==> src/rtl/hazard_forward_unit.sv <==
// Forwarding select, load-use stall and data-memory wait hold for the EX stage.
// Define FWD_WB_HIST_EN to add the one-entry post-WB history path (code 11).
module hazard_forward_unit #(
   parameter int NUM_SRC  = 2,
   parameter int REG_W    = 5,
   parameter int DATA_W   = 32,
   parameter int LOAD_LAT = 1
) (
   input  logic                       clk_i,
   input  logic                       rst_i,
   input  logic [NUM_SRC*REG_W-1:0]   ID_Rs_i,
   input  logic [NUM_SRC-1:0]         ID_Use_i,
   input  logic [NUM_SRC*REG_W-1:0]   EX_Rs_i,
   input  logic                       EX_MemRead_i,
   input  logic [REG_W-1:0]           EX_Rd_i,
   input  logic                       MEM_RegWrite_i,
   input  logic                       MEM_MemRead_i,
   input  logic [REG_W-1:0]           MEM_Rd_i,
   input  logic                       WB_RegWrite_i,
   input  logic [REG_W-1:0]           WB_Rd_i,
   input  logic [DATA_W-1:0]          WB_Data_i,
   output logic [NUM_SRC*2-1:0]       Forward_o,
   output logic [DATA_W-1:0]          HistData_o,
   output logic                       Stall_o,
   output logic                       Bubble_o,
   output logic                       Hold_o
);

   typedef enum logic [1:0] {
      S_IDLE,
      S_WAIT,
      S_REL
   } state_t;

   localparam bit       HAS_LAT = (LOAD_LAT > 0);
   localparam logic [2:0] LAT_M1 =
      HAS_LAT ? 3'(LOAD_LAT - 1) : 3'd0;

   state_t     state_q, state_d;
   logic [2:0] cnt_q, cnt_d;
   logic       hold;
   logic       hist_vld;
   logic [REG_W-1:0] hist_rd;
   logic       lu_hit;

   // First hold cycle coincides with the load sitting in MEM.
   always_comb begin
      state_d = state_q;
      cnt_d   = cnt_q;
      hold    = 1'b0;
      case (state_q)
         S_IDLE: begin
            if (MEM_MemRead_i && HAS_LAT) begin
               hold    = 1'b1;
               cnt_d   = LAT_M1;
               state_d = (LOAD_LAT == 1) ? S_REL : S_WAIT;
            end
         end
         S_WAIT: begin
            hold  = 1'b1;
            cnt_d = cnt_q - 3'd1;
            if (cnt_q == 3'd1) begin
               state_d = S_REL;
            end
         end
         S_REL: begin
            state_d = S_IDLE;
         end
         default: begin
            state_d = S_IDLE;
         end
      endcase
      if (rst_i) begin
         state_d = S_IDLE;
         cnt_d   = 3'd0;
         hold    = 1'b0;
      end
   end

   always_ff @(posedge clk_i) begin
      if (rst_i) begin
         state_q <= S_IDLE;
         cnt_q   <= 3'd0;
      end else begin
         state_q <= state_d;
         cnt_q   <= cnt_d;
      end
   end

`ifdef FWD_WB_HIST_EN
   logic              hist_vld_q;
   logic [REG_W-1:0]  hist_rd_q;
   logic [DATA_W-1:0] hist_data_q;

   always_ff @(posedge clk_i) begin
      if (rst_i) begin
         hist_vld_q  <= 1'b0;
         hist_rd_q   <= '0;
         hist_data_q <= '0;
      end else if (!hold) begin
         hist_vld_q  <= WB_RegWrite_i && (WB_Rd_i != '0);
         hist_rd_q   <= WB_Rd_i;
         hist_data_q <= WB_Data_i;
      end
   end

   assign hist_vld    = hist_vld_q;
   assign hist_rd     = hist_rd_q;
   assign HistData_o  = hist_data_q;
`else
   logic unused_wb_data;

   assign unused_wb_data = ^WB_Data_i;
   assign hist_vld       = 1'b0;
   assign hist_rd        = '0;
   assign HistData_o     = '0;
`endif

   always_comb begin : p_fwd
      logic [REG_W-1:0] rs;
      rs        = '0;
      Forward_o = '0;
      for (int k = 0; k < NUM_SRC; k++) begin
         rs = EX_Rs_i[k*REG_W +: REG_W];
         if (MEM_RegWrite_i && (MEM_Rd_i != '0) && (MEM_Rd_i == rs)) begin
            Forward_o[k*2 +: 2] = 2'b10;
         end else if (WB_RegWrite_i && (WB_Rd_i != '0) && (WB_Rd_i == rs)) begin
            Forward_o[k*2 +: 2] = 2'b01;
         end else if (hist_vld && (hist_rd == rs)) begin
            Forward_o[k*2 +: 2] = 2'b11;
         end
      end
      if (rst_i) begin
         Forward_o = '0;
      end
   end

   always_comb begin
      lu_hit = 1'b0;
      for (int k = 0; k < NUM_SRC; k++) begin
         if (ID_Use_i[k] && (ID_Rs_i[k*REG_W +: REG_W] == EX_Rd_i)) begin
            lu_hit = 1'b1;
         end
      end
      lu_hit = lu_hit && EX_MemRead_i && (EX_Rd_i != '0);
   end

   assign Hold_o   = hold;
   assign Stall_o  = lu_hit && !hold && !rst_i;
   assign Bubble_o = Stall_o;

endmodule
==> config.mk <==
export PLATFORM = sky130hd
export DESIGN_NAME = hazard_forward_unit
export DESIGN_NICKNAME = d
export VERILOG_FILES = /design/src/rtl/hazard_forward_unit.sv
export SDC_FILE = /design/constraint.sdc
export NUM_CORES = 1
export LEC_CHECK = 0
export BUFFER_PORTS_ARGS = -buffer_cell sky130_fd_sc_hd__buf_2
export CAP_MARGIN = 20
export CELL_PAD_IN_SITES_DETAIL_PLACEMENT = 2
export CELL_PAD_IN_SITES_GLOBAL_PLACEMENT = 2
export CORE_MARGIN = 5
export CORE_UTILIZATION = 11
export DETAILED_ROUTE_END_ITERATION = 10
export GPL_TIMING_DRIVEN = 0
export PLACE_DENSITY_LB_ADDON = 0.1
export SKIP_CTS_REPAIR_TIMING = 1
export SLEW_MARGIN = 40
export SYNTH_ARGS = -nofsm -noshare
export SYNTH_HDL_FRONTEND = slang
export SYNTH_SLANG_ARGS = --single-unit
==> constraint.sdc <==
create_clock -name clk_i -period 1.7 [get_ports clk_i]
set_input_delay 0.255 -clock clk_i [delete_from_list [all_inputs] [get_ports clk_i]]
set_output_delay 0.255 -clock clk_i [all_outputs]
set_load 0.005 [all_outputs]
# == Word-level counts from Yosys, hierarchy flattened ==
# Cells that the tools add are included.
# word_totals
ff_bits,5
output_inout_bits,39
wordCells,49
# op_classes
addsub,1
n_eq_ne,10
muxes,15
reduce_logical,21
# ops
op,count
$eq 5x5->1,6
$reduce_bool 5->1,3
$logic_and 1x1->1,12
$mux 2,4
$mux 1,6
$pmux 3 s2,1
$mux 4,1
$ne 2x2->1 const B,2
$pmux 2 s2,1
$reduce_and 2->1,2
$eq 3x1->1 const B,1
$mux 3,1
$sub 3x1->3 const B,1
$eq 2x1->1 const B,1
$logic_not 1->1,2
$logic_not 2->1,1
$pmux 1 s2,1
$reduce_bool 2->1,1

# == Logic depth before layout (Yosys ltp) ==
# Gate-level depths: netlist (run 1).
# depth
word_depth,8
depth_mapped,5
depth_no_buf,4

# == Least setup slack after synthesis (run 1) ==
# Ideal clock, no wire load.
# synth_timing
path_kind,in2out
from,input MEM_Rd_i[1]
to,output Forward_o[2]
arrival_ns,1.297
path_slack_ns,0.148
path_stages,4
n_path_buf,0
path_cell_list,or4_1 -> o21ai_2 -> nor3_1 -> nor4_2
# synth_via
elab_chain_len,5
elab_cells_between_ends,6
cone_classes,1 x eq/ne; 2 x mux; 3 x reduce/logical
# synth_lines
item,line,rtl
from (decl),18,"input logic [REG_W-1:0] MEM_Rd_i,"
$reduce_bool 5->1,125,if (MEM_RegWrite_i && (MEM_Rd_i != '0) && (MEM_Rd_i == rs)) begin
$logic_and 1x1->1,125,
$logic_and 1x1->1 *,125,
$mux 2 *,125,
$mux 4 *,133,if (rst_i) begin
to (decl),22,"output logic [NUM_SRC*2-1:0] Forward_o,"
# Mark *: on every way between the ends. The rest lies on a longest branch, timed or not.

# == Worst setup path in the final report (run 1) ==
# layout_timing
from,input MEM_Rd_i[4]
to,output Forward_o[0]
# The elaborated chain is that of the path after synthesis.

==> results of run 1 <==
-- final timing paths --
path | to | startpoint
worst max-delay path | Forward_o[0] | MEM_Rd_i[4]
worst min-delay path | state_q[1] | rst_i
worst max register to register | state_q[1] | state_q[1]
worst min register to register | state_q[1] | state_q[1]
-- layout make-up --
| cell class | count | area, um^2 | area share (%) |
|---|---|---|---|
| Tap cell | 77 | 96.3 | 7.75 |
| Sequential cell | 1 | 20.0 | 1.61 |
| Multi-Input combinational cell | 87 | 606 | 48.7 |
| Buffer | 32 | 240 | 19.3 |
| Timing Repair Buffer | 50 | 278 | 22.3 |
| Inverter | 1 | 3.75 | 0.302 |
-- routing by layer --
layer	part of all wire [%]	global-route usage, %	vias to the layer above
met5	0	0	-
met4	0	0	0
met3	13	1.28	0
met2	51	12.4	48
met1	37	8.34	358
li1	-	-	402
-- placed cells by master (no fill, tap or decap) --
cell type,count
nor4_2,3
nand2_1,1
or3_1,1
a21oi_2,1
inv_1,1
buf_2,45
o311a_1,1
buf_4,34
nor3_1,1
and2_1,1
conb_1,32
dfxtp_1,1
nand2b_1,1
buf_8,1
xnor2_1,16
nor4_4,1
nand4_1,2
buf_6,2
nor2_1,2
o21ai_4,1
o2111ai_4,1
nor4_1,2
nand3_1,4
xor2_1,14
or4_4,2
-- where the power goes --
part           leakage (uW)  switching, uW  internal [uW]
clock                     0              0              0
sequential       0.00000829          0.223           25.3
combinational      0.000629            121            140
-- logic make-up after synthesis --
kind of cell	share of synthesized area, %
buffers and inverters	36.1
XOR/XNOR	37.7
flip-flops	2.87
AND/OR/NAND/NOR	18.1
other	0.538
AO/OA/AOI/OAI	4.67
-- per-stage QoR --
step	TNS, ns	setup slack (ns)	hold slack (ns)
final	-0.187	-0.122	0.469
after global routing	-0.358	-0.186	0.497
after CTS	-0.734	-0.228	0.473
after detailed placement	-0.715	-0.222	0.473
after global placement	-0.533	-0.231	0.471
after floorplan	0	0.148	0.327
==> key figures, run 1 <==
Layout
  – N_diodes: 0
  – Share of cells above drive strength 1: 53.2%
  – # nets final: approximately 250
  – Final Cell Area: roughly 0.0012 mm^2
  – Area Growth Syn to Fin: 78.5%
  – Biggest regs: state_q (1)
  – Largest register FFs: 1
  – Most flop-heavy register: state_q
  – Filler Cells Inserted: 780
  – Final std cells w/o fill: roughly 250
  – Post-layout util: ~20%

STA
  – Clock Skew: 0 ns
  – Hold Violations, Final: 0
  – Final setup violation count: 3
  – Min cycle time layout: ~1.8 ns
  – Final period util: 107%
  – RSZ-0062 raised after global routing: true
  – Max Freq: 0.549 GHz
  – Final max-slew violation count: 0
  – PnR worst setup slack: -0.122 ns

Place
  – Placed Cells: roughly 250
  – Port Buf Inserts: 49
  – Routability cong.: between 0.8 and 0.9
  – Final HPWL DP: 2810 um
  – Post-DP Area: between 0.001 and 0.0015 mm^2

Route
  – Vias per cell: between 3 and 4
  – Drt drc: 0
  – Initial DRT Pass Iterations: 2
  – Post-route ant nets: 0
  – Detailed Route Iter0 Violations: 3
  – Via count: 808
  – Avg WL per Cell: about 12 um
  – Final wirelength: 2940 um

Power and ir drop
  – Leakage: between 0.0006 and 0.0007 uW
  – Power Dens Cells: between 200 and 250 mW/mm^2
  – Total power: 286 uW
  – Peak VDD IR: roughly 0.000071 V

Global routing
  – Gr usage total: ~6.6%
  – First-pass GRT wire length: around 4300 um
  – Largest net degree at the start of global routing: 5
  – GR Overflow Total: 0
  – Antenna violations before repair: 0
  – Vias in the first global route: between 900 and 1,000

Die
  – DIE AREA: approximately 0.0080 mm^2
  – Site Rows: 29
  – DIE HEIGHT: 89.6 um
  – Ports: 114
  – Core footprint: between 0.006 and 0.007 mm^2
  – Initial Util: ~11%
  – Die Wd: roughly 90 um

Yosys
  – Top post-synthesis cells by area: buf_4 36%, xnor2_1 20%, xor2_1 18%, nor4_1 4.5%, dfxtp_1 2.9%
  – Top cell type's share of synthesized area: 35.5%
  – Async SR Flop Fraction: 0%
  – Sequential fraction of the synthesis area: roughly 2.9%
  – Yosys reg bits: 1
  – Synth warn: 0
  – Synth unique cells: 21
  – Primary FF master, synth: dfxtp_1
  – Synth Cell Area: approximately 700 um^2
  – Largest area contributor in the netlist: buf_4
  – Mapped Cells: 91
  – Most frequent cell after synthesis: buf_4
  – Most frequent cells after synthesis: 33 x buf_4, 16 x xnor2_1, 14 x xor2_1
  – EDFF count, synth: 0
  – Syn avg cell area: about 7.7 um^2

Min path
  – Worst Hold Depth: 2
  – Hold WC Path Type: in2reg

Critical path
  – Crit path kind: in2out
  – Worst-path fanout max: 3
  – Reg2Reg Depth: 2
  – Crit path buffers/inverters: 2
  – Flop-to-flop setup slack: 1.06 ns
  – Worst path depth: 6
  – Worst Setup Start Kind: primary input
  – Critical path's slowest cell: or4_4
  – Arrival @ worst endpoint: 1.57 ns
  – Crit path required time: ~1.4 ns
  – Critical Path Sink Type: output pin
  – Delay-heaviest family, CP: simple AND/OR/NAND/NOR gates
  – Slowest cell delay on critical path: ~0.55 ns
  – CP Cell Sequence: buf_8 > or4_4 > o21ai_4 > nor4_4 > nor4_2 > buf_2

Run status
  – Failing checks: negative setup slack
  – Outcome: finished with violations

Flow run
  – Max Cap Viol: 0

CTS
  – Clock latency on the worst-skew pair: 0 ns
  – Reg clk slew, reported paths: 0 ns
(Power assumes the default switching activity.)
==> run 2, diff against run 1 <==
--- a/config.mk
+++ b/config.mk
@@ -12,8 +12,7 @@
 export CORE_MARGIN = 5
 export CORE_UTILIZATION = 11
 export DETAILED_ROUTE_END_ITERATION = 10
-export GPL_TIMING_DRIVEN = 0
-export PLACE_DENSITY_LB_ADDON = 0.1
+export PLACE_DENSITY = 0.83
 export SKIP_CTS_REPAIR_TIMING = 1
 export SLEW_MARGIN = 40
 export SYNTH_ARGS = -nofsm -noshare
==> key figures, run 2 (same netlist as run 1, synthesis figures left out) <==
STA
  – Clock Skew: 0 ns (unchanged)
  – RSZ-0062 raised after global routing: true
  – Hold Violations, Final: 0 (unchanged)
  – PnR worst setup slack: -0.0423 ns (+0.0793 ns)
  – Min cycle time layout: 1.74 ns (-0.0793 ns)
  – Final max-slew violation count: 0 (unchanged)
  – Final period util: 102% (-4.7 points)
  – Final setup violation count: 3 (unchanged)
  – Max Freq: 0.574 GHz (+4.6%)

Layout
  – N_diodes: 0 (unchanged)
  – # nets final: 221 (-11%)
  – Commonest non-fill, non-tap cell in the layout: buf_2
  – Area Growth Syn to Fin: 43.6%
  – Most frequent cells in the layout: 47 x buf_2, 32 x conb_1, 16 x xnor2_1, 14 x xor2_1, 5 x buf_4
  – Most flop-heavy register: state_q
  – Share of cells above drive strength 1: 43.1% (-10 points)
  – Largest register FFs: 1 (unchanged)
  – Final Cell Area: 0.00100 mm^2 (-20%)
  – Final std cells w/o fill: 221 (-11%)
  – Biggest regs: state_q (1)

Route
  – Initial DRT Pass Iterations: 3 (+1)
  – Via count: 713 (-12%)
  – Final wirelength: 2780 um (-5.6%)
  – Detailed Route Iter0 Violations: 3 (unchanged)
  – Post-route ant nets: 0 (unchanged)
  – Avg WL per Cell: 12.6 um (+5.9%)
  – Drt drc: 0 (unchanged)
  – Vias per cell: 3.23 (-0.98%)

Place
  – Placed Cells: 220 (-11%)
  – Pre-CTS setup slack: -0.171 ns (+0.0505 ns)
  – Post-DP Area: 945 um^2 (-18%)
  – Port Buf Inserts: 49 (unchanged)
  – Routability cong.: 0.742 (-8.8%)
  – Final HPWL DP: 2620 um (-6.7%)

Global routing
  – Gr usage total: 6.01% (-0.64 points)
  – Largest net degree at the start of global routing: 5 (unchanged)
  – Vias in the first global route: 831 (-8.2%)
  – First-pass GRT wire length: 3870 um (-10%)
  – Antenna violations before repair: 0 (unchanged)
  – GR Overflow Total: 0 (unchanged)

Die
  – DIE AREA: 0.00803 mm^2 (unchanged)
  – Ports: 114 (unchanged)
  – DIE HEIGHT: 89.6 um (unchanged)
  – Site Rows: 29 (unchanged)
  – Initial Util: 11.2% (unchanged)
  – Core footprint: 0.00624 mm^2 (unchanged)
  – Die Wd: 89.6 um (unchanged)

Critical path
  – CP Cell Sequence: buf_6 > or4_4 > o21ai_4 > buf_6 > nor3_2 > nor4_2 > buf_2
  – Critical path's slowest cell: or4_4
  – Worst-path fanout max: 2 (-1)
  – Crit path top cell by count: buf_6
  – Crit path kind: in2out
  – Slowest cell delay on critical path: 0.54 ns (about the same)
  – Arrival @ worst endpoint: 1.49 ns (-0.08 ns)
  – Worst Setup Start Kind: primary input
  – Crit path required time: 1.44 ns (about the same)
  – Critical Path Sink Type: output pin

CTS
  – Clock latency on the worst-skew pair: 0 ns (unchanged)
  – Reg clk slew, reported paths: 0 ns (unchanged)

Power and ir drop
  – Power Dens Cells: 229 mW/mm^2 (-0.57%)
  – Total power: 229 uW (-20%)
  – Leakage: 0.000480 uW (-25%)
  – Peak VDD IR: 0.000108 V (+54%)

Run status
  – Outcome: finished with violations
  – Failing checks: negative setup slack

Flow run
  – Max Cap Viol: 0 (unchanged)

Min path
  – Hold WC Path Type: in2reg
run 2: area by class of cell:
| class | instances | area (um^2) |
|---|---|---|
| fill | 768 | 5240 |
| multi-input combinational | 87 | 574 |
| timing repair buffer | 55 | 307 |
| tap | 77 | 96.3 |
| sequential | 1 | 20.0 |
| inverter | 1 | 3.75 |
run 2: metal layers:
layer | part of all wire [%] | routed length, um | GRT usage, %
met1 | 36 | 1000 | 6.82
met2 | 46 | 1260 | 11.1
met3 | 18 | 509 | 2.55
met4 | 0 | 0 | 0
met5 | 0 | 0 | 0
run 2: worst max-delay path, delay by kind of cell:
family | cells | cell delay, ns
and+or+nand+nor | 3 | 0.68
AOI/OAI and AO/OA | 1 | 0.18
buffers and inverters | 3 | 0.36
run 2: final timing paths:
kind	startpoint	endpoint	slack [ns]	cells after the start
worst min-delay path	rst_i	state_q[1]	0.49	2
worst max register to register	state_q[1]	state_q[1]	1.08	2
worst max-delay path	MEM_Rd_i[4]	Forward_o[2]	-0.04	7
worst min register to register	state_q[1]	state_q[1]	0.55	2
run 2: power by group:
part           internal [uW]  switching (uW)
registers               25.3           0.252
clock network              0               0
logic                   98.2             105
run 2: stage by stage:
stage               hold WS [ns]  utilization (%)  TNS [ns]
finish                     0.488             16.0   -0.0716
CTS                        0.483             15.1    -0.374
global placement           0.475             15.1    -0.286
floorplan                  0.327                -         0
global route               0.493             16.0    -0.278
detailed placement         0.482             15.1    -0.353
==> run 3, diff against run 2 <==
--- a/config.mk
+++ b/config.mk
@@ -12,7 +12,7 @@
 export CORE_MARGIN = 5
 export CORE_UTILIZATION = 11
 export DETAILED_ROUTE_END_ITERATION = 10
-export PLACE_DENSITY = 0.83
+export PLACE_DENSITY_LB_ADDON = 0.1
 export SKIP_CTS_REPAIR_TIMING = 1
 export SLEW_MARGIN = 40
 export SYNTH_ARGS = -nofsm -noshare
==> key figures, run 3 (same netlist as run 1, synthesis figures left out) <==
Run status
  – Outcome: finished with violations
  – Failing checks: negative setup slack

CTS
  – Reg clk slew, reported paths: 0 ns (unchanged)
  – Clock latency on the worst-skew pair: 0 ns (unchanged)

STA
  – Hold Violations, Final: 0 (unchanged)
  – Max Freq: 0.552 GHz (-3.7%)
  – Final setup violation count: 4 (+1)
  – Final period util: 106% (+4.0 points)
  – Fin Setup TNS: -0.361 ns (-0.289 ns)
  – Min cycle time layout: 1.81 ns (+0.0678 ns)
  – PnR worst setup slack: -0.110 ns (-0.0678 ns)
  – Final max-slew violation count: 0 (unchanged)
  – Clock Skew: 0 ns (unchanged)
  – RSZ-0062 raised after global routing: true

Route
  – Vias per cell: 3.25 (+0.84%)
  – Final wirelength: 2840 um (+2.1%)
  – Initial DRT Pass Iterations: 3 (unchanged)
  – Via count: 732 (+2.7%)
  – Drt drc: 0 (unchanged)
  – Detailed Route Iter0 Violations: 6 (+3)
  – Post-route ant nets: 0 (unchanged)
  – Avg WL per Cell: 12.6 um (+0.31%)

Global routing
  – First-pass GRT wire length: 4080 um (+5.5%)
  – Antenna violations before repair: 0 (unchanged)
  – Vias in the first global route: 845 (+1.7%)
  – Largest net degree at the start of global routing: 5 (unchanged)
  – GR Overflow Total: 0 (unchanged)
  – Gr usage total: 6.37% (+0.36 points)

Die
  – DIE AREA: 0.00803 mm^2 (unchanged)
  – Initial Util: 11.2% (unchanged)
  – Ports: 114 (unchanged)
  – Core footprint: 0.00624 mm^2 (unchanged)
  – DIE HEIGHT: 89.6 um (unchanged)
  – Site Rows: 29 (unchanged)
  – Die Wd: 89.6 um (unchanged)

Layout
  – Largest register FFs: 1 (unchanged)
  – Share of cells above drive strength 1: 46.6% (+3.6 points)
  – Area Growth Syn to Fin: 52.4%
  – N_diodes: 0 (unchanged)
  – Biggest regs: state_q (1)
  – # nets final: 225 (+1.8%)
  – Commonest non-fill, non-tap cell in the layout: buf_2
  – Most frequent cells in the layout: 46 x buf_2, 32 x conb_1, 15 x xnor2_1, 14 x xor2_1, 9 x buf_4
  – Most flop-heavy register: state_q

Critical path
  – Crit path kind: in2out
  – Crit path required time: 1.44 ns (about the same)
  – Worst Setup Start Kind: primary input
  – Worst-path fanout max: 2 (unchanged)
  – Critical Path Sink Type: output pin
  – Arrival @ worst endpoint: 1.56 ns (+0.07 ns)

Flow run
  – Max Cap Viol: 0 (unchanged)

Place
  – Pre-CTS setup slack: -0.207 ns (-0.0357 ns)
  – Final HPWL DP: 2750 um (+4.7%)
  – Routability cong.: 0.733 (-1.2%)
  – Port Buf Inserts: 49 (unchanged)

Power and ir drop
  – Power Dens Cells: 230 mW/mm^2 (+0.26%)
  – Peak VDD IR: 0.0000700 V (-35%)
  – Leakage: 0.000511 uW (+6.4%)

Min path
  – Hold WC Path Type: in2reg
## run 3: path summary, 6_finish.rpt
check	start	endpoint	slack, ns	cells past startpoint
worst max-delay path	MEM_Rd_i[4]	Forward_o[3]	-0.11	8
worst min-delay path	rst_i	state_q[1]	0.47	2
worst max register to register	state_q[1]	state_q[1]	1.10	2
worst min register to register	state_q[1]	state_q[1]	0.53	2
## run 3: where the power goes
part | internal [uW] | switching [uW]
sequential | 25.3 | 0.204
combinational | 106 | 113
clock | 0 | 0
total | 131 | 113
## run 3: final cells by class
cell class	count	area, um^2
timing repair buffer	59	343
multi-input combinational	87	599
fill	772	5180
inverter	1	3.75
sequential	1	20.0
tap	77	96.3
## run 3: stage by stage
step / instances / power [uW] / hold slack (ns) / util, % / instance area [um^2]
floorplan: 122 / 167 / 0.327 / - / 813
global placement: 222 / 217 / 0.476 / 15.4 / 960
detailed placement: 222 / 221 / 0.484 / 15.4 / 960
CTS: 222 / 222 / 0.484 / 15.4 / 960
global route: 225 / 269 / 0.496 / 17.0 / 1060
finish: 225 / 244 / 0.472 / 17.0 / 1060
## run 3: worst max-delay path: stages
cell and delay [ns]:
buf_6 0.09, or4_4 0.54, o21ai_4 0.20, buf_6 0.12, buf_4 0.09, buf_4 0.08
nor4_1 0.04, buf_2 0.12
## run 3: per-layer routing
| metal | share of wire [%] | wire length [um] | global-route usage [%] |
|---|---|---|---|
| met5 | 0 | 0 | 0 |
| met4 | 0 | 0 | 0 |
| met3 | 14 | 398 | 1.64 |
| met2 | 49 | 1400 | 12.3 |
| met1 | 37 | 1040 | 7.42 |
